[config.mk]
export PLATFORM = sky130hd
export DESIGN_NAME = trap_dump_unit
export DESIGN_NICKNAME = d
export VERILOG_FILES = /design/src/rtl/trap_dump_unit.sv
export SDC_FILE = /design/constraint.sdc
export NUM_CORES = 1
export LEC_CHECK = 0
export ABC_AREA = 0
export CAP_MARGIN = 25
export CELL_PAD_IN_SITES_DETAIL_PLACEMENT = 1
export CELL_PAD_IN_SITES_GLOBAL_PLACEMENT = 1
export CORE_MARGIN = 1
export CORE_UTILIZATION = 35
export DETAILED_ROUTE_END_ITERATION = 12
export PLACE_DENSITY = 0.88
export SLEW_MARGIN = 20
export SYNTH_ARGS = -nofsm -noshare
export SYNTH_HDL_FRONTEND = slang
export SYNTH_SLANG_ARGS = --single-unit
[constraint.sdc]
create_clock -name clock -period 2.5 [get_ports clock]
set_clock_uncertainty 0.15 [all_clocks]
set_input_delay 0.25 -clock clock [delete_from_list [all_inputs] [get_ports clock]]
set_output_delay 0.25 -clock clock [all_outputs]
set_load 0.05 [all_outputs]
[src/rtl/trap_dump_unit.sv]
// rtl/trap_dump_unit.sv - trap-triggered DMEM window dump streamed as big-endian words
//
// Watches the fetch stream for TRAP_WORD; on a valid match it halts the
// pipeline, reads DUMP_WORDS words (byte by byte) starting at DUMP_BASE over
// the DMEM debug port and streams them out over a valid/ready interface.
//
// Optional build macro: TRAP_DUMP_CHECKSUM_EN appends one word holding the
// 32-bit sum of all dumped words; dump_last then marks only that word.
//
// Ports:
//   clock, reset        clock and synchronous active-high reset
//   instr, instr_valid  instruction in fetch and its qualifier
//   halt                freezes PC and pipeline registers
//   dmem_rd_en          DMEM debug read strobe
//   dmem_addr           DMEM byte address
//   dmem_rdata          read byte, one cycle after dmem_rd_en
//   dump_valid          dump_data/dump_addr/dump_last valid
//   dump_ready          consumer accepts the word
//   dump_data           assembled word, lowest address in bits 31:24
//   dump_addr           byte address of the word
//   dump_last           final word of the dump
//   done                dump complete, sticky until reset
module trap_dump_unit #(
    parameter logic [31:0] TRAP_WORD  = 32'h44000300,
    parameter int unsigned DUMP_BASE  = 8192,
    parameter int unsigned DUMP_WORDS = 10,
    parameter int unsigned ADDR_W     = 32
) (
    input  logic              clock,
    input  logic              reset,
    input  logic [31:0]       instr,
    input  logic              instr_valid,
    output logic              halt,
    output logic              dmem_rd_en,
    output logic [ADDR_W-1:0] dmem_addr,
    input  logic [7:0]        dmem_rdata,
    output logic              dump_valid,
    input  logic              dump_ready,
    output logic [31:0]       dump_data,
    output logic [ADDR_W-1:0] dump_addr,
    output logic              dump_last,
    output logic              done
);

    typedef enum logic [1:0] {IDLE, READ, SEND, DONE} state_t;

    localparam logic [ADDR_W-1:0] BASE_A = ADDR_W'(DUMP_BASE);
    localparam logic [ADDR_W-1:0] ONE_A  = ADDR_W'(1);
    localparam logic [ADDR_W-1:0] STEP_A = ADDR_W'(4);
    localparam logic [7:0]        LAST_W = 8'(DUMP_WORDS - 1);

    state_t            state;
    logic [7:0]        w;      // word counter
    logic [2:0]        b;      // byte counter within READ
    logic [23:0]       sr;     // first three bytes of the word being assembled
    logic [ADDR_W-1:0] waddr;  // byte address of the current word
`ifdef TRAP_DUMP_CHECKSUM_EN
    logic [31:0]       csum;
`endif

    always_ff @(posedge clock) begin
        if (reset) begin
            state      <= IDLE;
            halt       <= 1'b0;
            dmem_rd_en <= 1'b0;
            dmem_addr  <= '0;
            dump_valid <= 1'b0;
            dump_data  <= '0;
            dump_addr  <= '0;
            dump_last  <= 1'b0;
            done       <= 1'b0;
            w          <= '0;
            b          <= '0;
            sr         <= '0;
            waddr      <= '0;
`ifdef TRAP_DUMP_CHECKSUM_EN
            csum       <= '0;
`endif
        end else begin
            case (state)
                IDLE: begin
                    if (instr_valid && instr == TRAP_WORD) begin
                        halt       <= 1'b1;
                        w          <= '0;
                        b          <= '0;
                        waddr      <= BASE_A;
                        dmem_addr  <= BASE_A;
                        dmem_rd_en <= 1'b1;
`ifdef TRAP_DUMP_CHECKSUM_EN
                        csum       <= '0;
`endif
                        state      <= READ;
                    end
                end
                READ: begin
                    // rdata lags the strobe by one cycle, so the byte read
                    // at b-1 arrives during b.
                    if (b != 3'd0)
                        sr <= {sr[15:0], dmem_rdata};
                    if (b < 3'd3)
                        dmem_addr <= dmem_addr + ONE_A;
                    if (b == 3'd3)
                        dmem_rd_en <= 1'b0;
                    if (b == 3'd4) begin
                        dump_data  <= {sr, dmem_rdata};
                        dump_addr  <= waddr;
                        dump_valid <= 1'b1;
`ifdef TRAP_DUMP_CHECKSUM_EN
                        csum       <= csum + {sr, dmem_rdata};
                        dump_last  <= 1'b0;
`else
                        dump_last  <= (w == LAST_W);
`endif
                        state      <= SEND;
                    end else begin
                        b <= b + 3'd1;
                    end
                end
                SEND: begin
                    if (dump_ready) begin
                        dump_valid <= 1'b0;
                        dump_last  <= 1'b0;
                        if (dump_last) begin
                            done  <= 1'b1;
                            state <= DONE;
                        end
`ifdef TRAP_DUMP_CHECKSUM_EN
                        else if (w == LAST_W) begin
                            // Checksum word goes out immediately, no reads.
                            dump_valid <= 1'b1;
                            dump_data  <= csum;
                            dump_addr  <= waddr + STEP_A;
                            dump_last  <= 1'b1;
                        end
`endif
                        else begin
                            w          <= w + 8'd1;
                            b          <= '0;
                            waddr      <= waddr + STEP_A;
                            dmem_addr  <= waddr + STEP_A;
                            dmem_rd_en <= 1'b1;
                            state      <= READ;
                        end
                    end
                end
                DONE: begin
                    halt <= 1'b1;
                    done <= 1'b1;
                end
                default: state <= IDLE;
            endcase
        end
    end

endmodule

==> impl_metrics.yaml, run 1 <==
power_and_ir_drop:
  p_leak_nw: 3.46
  ir_worst_vdd_mv: 0.369
  p_per_area_nw_per_um2: 544
  p_total_mw: 5.82
final_layout:
  utilization_pct: 48.7
  design_area_um2: 10700
  diodes: 0
  nets: 1248
  final_common_cell: "nand2_1"
  drive_above_1_share_pct: 11.2
  area_growth_pct: 35.6
  mostFrequentLayoutCells: "nand2_1 (250), dfxtp_1 (159), a21oi_1 (141), clkdlybuf4s50_1 (141), buf_4 (70)"
  n_fill_cell: 2637
  stdcell_count: 1484
global_routing:
  first_global_vias: 8734
  grt_pass1_wl_mm: 45.7
  grt_overflow: 0
  grt_antenna_before_repair: 0
  grt_max_degree: 141
  groute.usage.overall_pct: 24.5
synth:
  ys_ff_latch: 166
  synth_flop_cell: "dfxtp_1"
  ys_types: 62
  synth.avg_cell_area_um2: 7.64
  synth_edf_count: 0
  synthCells: 1032
  synth_warnings: 0
  async_flop_share_pct: 0
  ys_seq_area_share_pct: 42.1
  synth_area_um2: 7890
setup_path:
  startpoint_type: "flop"
  reg2regPathDepth: 11
  crit_arrival_ns: 2.55
  r2r_start: "state[0]"
  rr_endpoint: "dmem_addr[7]"
  reg2reg_slack_ns: 0.11
  worstSetupPathType: "flop to flop"
  critical_path_required_ns: 2.66
  cp-end-kind: "flop"
  crit_fanout: 9
clock_tree:
  clock_sinks: 166
  cts_tree: "yes"
  ctsLongestPathBuffers: 2
  numCtsBuffers: 17
  clk_pin_slew_ns: 0.08
  clock_latency_ns: 0.44
  htreeDepth: 4
  cts-root-buf: "clkbuf_16"
place:
  hpwl_mm: 19.4
  io_buffers: 142
  place_ws_ns: -0.221
  gp_congestion: 0.821
  placed_cells: 1449
  post_dp_cell_area_um2: 10000
drt:
  drt_iter0_markers: 548
  wl_per_cell_um: 19.5
  vias: 8463
  first_pass_iters: 9
  drc: 12
  ant_nets: 0
  wl_mm: 28.9
  via_per_inst: 5.70
sta:
  worst_pin_slew_ns: 0.660
  min_period_over_period_pct: 95.6
  maxSlewHeadroom_pct: 56.0
  rsz0062_at_grt: "true"
  finalHoldViolations: 0
  setup_viol: 0
  tns_ns: 0
  max_freq_ghz: 0.418
  slew_violations: 0
  period_needed_ns: 2.39
  timing.final.ws_setup_ns: 0.110
  holdWs_ns: 0.250
run_status:
  violations: "design-rule violations"
  status: "finished with violations"
floorplanning:
  die_area_um2: 23100
  ios: 145
  fp.coreArea_um2: 22000
  placementRows: 54
  start_util_pct: 35.9
  die_w_um: 152
  die_h_um: 152
worst_hold_path:
  min_path_cells: 3
  min_to: "sr[5]"
  holdCritPathClass: "input pin to flop"
  hold_start: "dmem_rdata[5]"
flow_run:
  drv_cap: 0
synth_stat cells, drive strengths merged, types with 17 or more instances:
master,count,area share [%]
a21oi,143,9.1
a311oi,23,2.6
a31oi,17,1.3
buf,22,1.4
clkbuf,59,2.8
dfxtp,166,42
inv,25,1.2
nand2,250,12
nand3,39,2.5
nand4,22,1.9
nor2,39,1.9
o21ai,40,2.5
xnor2,17,1.9
what timing repair did:
action,CTS,global route
resized for setup,0,9
hold endpoints to repair,4,0
hold buffers,1,0
endpoints found under the setup margin,0,23
buffers inserted,0,2
cell families (layout without fill, tap and decap cells):
family | Yosys count | count (layout) | share of synthesized area [%]
AND/OR/NAND/NOR | 427 | 427 | 24.7
AO/OA/AOI/OAI | 285 | 285 | 21.9
flip-flops | 166 | 166 | 42.1
buffers and inverters | 107 | 278 | 5.46
XOR/XNOR | 30 | 30 | 3.33
adder cells (fa/ha/maj) | 12 | 12 | 1.90
multiplexers | 4 | 4 | 0.523
other | 1 | 2 | 0.0475
state kept, by name, indices dropped and copies added (netlist names):
name	cells
halt	1
state	2
dump_valid	1
w	8
dmem_rd_en	1
waddr	30
dmem_addr	32
dump_data	32
b	3
done	1
dump_addr	30
dump_last	1
sr	24
final cells by class:
class | count | area [um^2] | share of cell area (%)
Timing Repair Buffer | 221 | 2120 | 19.8
Sequential cell | 166 | 3330 | 31.2
Multi-Input combinational cell | 760 | 4190 | 39.2
Inverter | 26 | 97.6 | 0.913
Clock buffer | 17 | 425 | 3.98
Tap cell | 280 | 350 | 3.28
Clock inverter | 14 | 179 | 1.67
power by group:
part | internal [mW] | switching, mW
logic | 0.155 | 0.204
clock network | 1.52 | 1.28
registers | 2.65 | 0.00736
total | 4.33 | 1.49
critical path, cell delays in order (launching register included):
cell and delay (ns):
dfxtp_2 0.36, inv_1 0.08, ha_1 0.24, or3_1 0.42
o21ai_2 0.09, a211oi_1 0.07, buf_4 0.17, and2_1 0.16
buf_12 0.14, buf_4 0.15, a21oi_1 0.14, nor3_1 0.07
layer usage:
layer | global-route usage, % | vias to the layer above | routed length [um]
li1 | - | 3975 | -
met1 | 28.0 | 4147 | 11900
met2 | 44.3 | 277 | 14900
met3 | 4.32 | 64 | 1240
met4 | 11.3 | 0 | 952
met5 | 0 | - | 0
how the worst max path moves through the flow:
stage / startpoint / endpoint / slack, ns
after floorplan: dmem_addr[1] / dmem_addr[18] / 0.03
after global placement: instr[29] / waddr[16] / -0.07
after detailed placement: instr[9] / state[1] / -0.22
after CTS: state[0] / dmem_addr[7] / 0.005
after global routing: waddr[3] / dmem_addr[26] / -0.01
final: state[0] / dmem_addr[7] / 0.11
No activity file was read; power rests on OpenSTA's default activity.
==> run 2: changes to the inputs <==
- CAP_MARGIN: 25 -> unset
==> results of run 2 <==
No change in the layout: final DEF, timing and power equal those of run 1.
==> run 3: changes to the inputs <==
- CTS_CLUSTER_SIZE: unset -> 12
==> results of run 3 <==
No change in the layout: final DEF, timing and power equal those of run 1.
==> variant (flow settings as in run 2) <==
The parameter `ADDR_W` goes from 32 to 48.
--- a/src/rtl/trap_dump_unit.sv
+++ b/src/rtl/trap_dump_unit.sv
@@ -26,3 +26,3 @@
     parameter int unsigned DUMP_WORDS = 10,
-    parameter int unsigned ADDR_W     = 32
+    parameter int unsigned ADDR_W     = 48
 ) (
Interface: changed (resized dmem_addr and dump_addr); port bits go from 145 to 177. No check against the original RTL was run, so the function may have changed too.
==> variant against run 2 <==
Wire length increased by 86%; synthesized area increased by 35%; sequential share of layout area decreased by 3.2 points; fmax decreased by 25%; sequential cell count increased by 48; sequential power increased by 28%; final cell count increased by 43%; combinational power decreased by 50%; power increased by 33%; non-clock buffer count increased by 132; worst setup slack got worse by 0.80 ns; the flow finishes with violations (setup timing); design area increased by 45%.
==> variant: results (changes against run 2) <==
syn_area_per_cell_sq_um: 7.37  # was 7.64 sq um
crit_family: "simple AND/OR/NAND/NOR gates"  # unchanged
max_slew_margin: 0.253  # was 0.560
dr.pass1.iters: 6  # was 9
peakVddDrop_uv: 457  # was 369 uV
die_area_sq_mm: 0.0311  # was 0.0231 sq mm
final_nets: 1774  # was 1,248
setup_viol: 38  # was 0
status: "finished with violations"  # unchanged
leakage_nw: 5.35  # was 3.46 nW
min_path_type: "in -> reg"  # unchanged
first_iter_violations: 1573  # was 548
dpl_cell_area_sq_mm: 0.0137  # was 0.0100 sq mm
ys_warn_count: 0  # unchanged
clkSlewWorstSetupHoldPaths_ns: 0.06  # was 0.08 ns
routedWlPerCell_um: 25.3  # was 19.5 um
routed_via_density: 6.25  # was 5.70
clkLatencyLatePin_ns: 0.55  # was 0.44 ns
numCtsBuffers: 26  # was 17
cts.path.max_buffers: 3  # was 2
setup_tns_ns: -6.17  # was 0 ns
io_buffers: 174  # was 142
hpwl_um: 29600  # was 19,400 um
grt_pass1_wl_um: 73800  # was 45,700 um
critical_path_peak_fanout: 6  # was 9
dp_slack_ns: -0.588  # was -0.221 ns
htree_levels: 1  # was 4
crit_arrival_ns: 3.46  # was 2.55 ns
endpoint: "waddr[41]"  # was dmem_addr[7]
async_flop_share: 0  # unchanged
grt_pass1_vias: 13184  # was 8,734
netlist_top_cells_count: "nand2_1, dfxtp_1, a21oi_1, clkbuf_1, nor2_1"  # was nand2_1, dfxtp_1, a21oi_1, clkbuf_1
fin_ws_ns: -0.685  # was 0.110 ns
grt_start_max_net_pins: 57  # was 141
r2r_cells: 9  # was 11
routabilityCongestion: 0.922  # was 0.821
largest_reg_flops: 48
slowest_stage: "nor4_2"  # was or3_1
post-place-cells: 2059  # was 1,449
reg2reg_from: "waddr[25]"  # was state[0]
violations: "setup timing"  # was DRC
ys_seq_area_frac: 0.403  # was 0.421
antenna_cells: 0  # unchanged
wirelength_um: 53900  # was 28,900 um
period_needed_ns: 3.19  # was 2.39 ns
timing.hold.ws_ns: 0.0332  # was 0.250 ns
synthTopCellsByArea: "dfxtp_1, nand2_1, a21oi_1"  # unchanged
fillCellCount: 3556  # was 2,637
drive_gt1_frac: 0.207  # was 0.112
max_stage_delay_ns: 0.61  # was 0.42 ns
gr-usage-all-layers: 0.300  # was 0.245
largest_registers: "dmem_addr: 48 flops, dump_addr: 46 flops, waddr: 46 flops"  # was dmem_addr: 32 flops, dump_data: 32 flops
ys_types: 61  # was 62
variant: how the worst min path moves through the flow:
| stage | depth (start not counted) | startpoint | end |
|---|---|---|---|
| 3_3_place_gp | 2 | dump_data[7] | dump_data[7] |
| 6_report | 4 | reset | dmem_addr[38] |
| 5_1_grt | 4 | reset | dmem_addr[38] |
| 4_1_cts | 4 | reset | dmem_addr[38] |
| 3_5_place_dp | 2 | dump_data[12] | dump_data[12] |
| 2_1_floorplan | 2 | dmem_rdata[0] | sr[0] |
variant: timing repair:
action / CTS / global route
endpoints found under the setup margin: 66 / 86
pin swaps: 24 / 52
hold endpoints to repair: 23 / 0
hold buffers: 2 / 0
resized for setup: 44 / 110
buffers inserted: 5 / 16
variant: power by group:
group | switching, W | internal [W]
clock | 0.00169 | 0.00247
combinational | 0.000101 | 0.0000772
sequential | 0.000000000000674 | 0.00341
total | 0.00179 | 0.00595
variant: final cells by class:
type                    instances  area, sq um  area share
well taps                     390          488      0.0315
clock inverters                12          158      0.0102
inverters                      27          101     0.00654
flip-flops and latches        214         4330       0.280
repair buffers                353         3250       0.210
clock buffers                  36          769      0.0497
multi-input cells            1096         6400       0.413
variant: kinds of logic (layout without fill, tap and decap cells):
group           count (synthesis)  after routing  share of synthesized area
simple gates                  666            666                      0.294
mux                             1              1                    0.00106
other cells                     1              2                   0.000352
xor+xnor                       48             48                     0.0395
buf+inv                       136            428                     0.0521
flops                         214            214                      0.403
fa+ha+maj                      12             12                     0.0141
compound gates                367            367                      0.197
variant: metal layers:
layer / part of all wire / global-route usage / up-vias
met5: 0 / 0 / -
met4: 0.062 / 0.146 / 0
met3: 0.097 / 0.0596 / 296
met2: 0.46 / 0.509 / 984
met1: 0.38 / 0.360 / 6421
li1: - / - / 5597
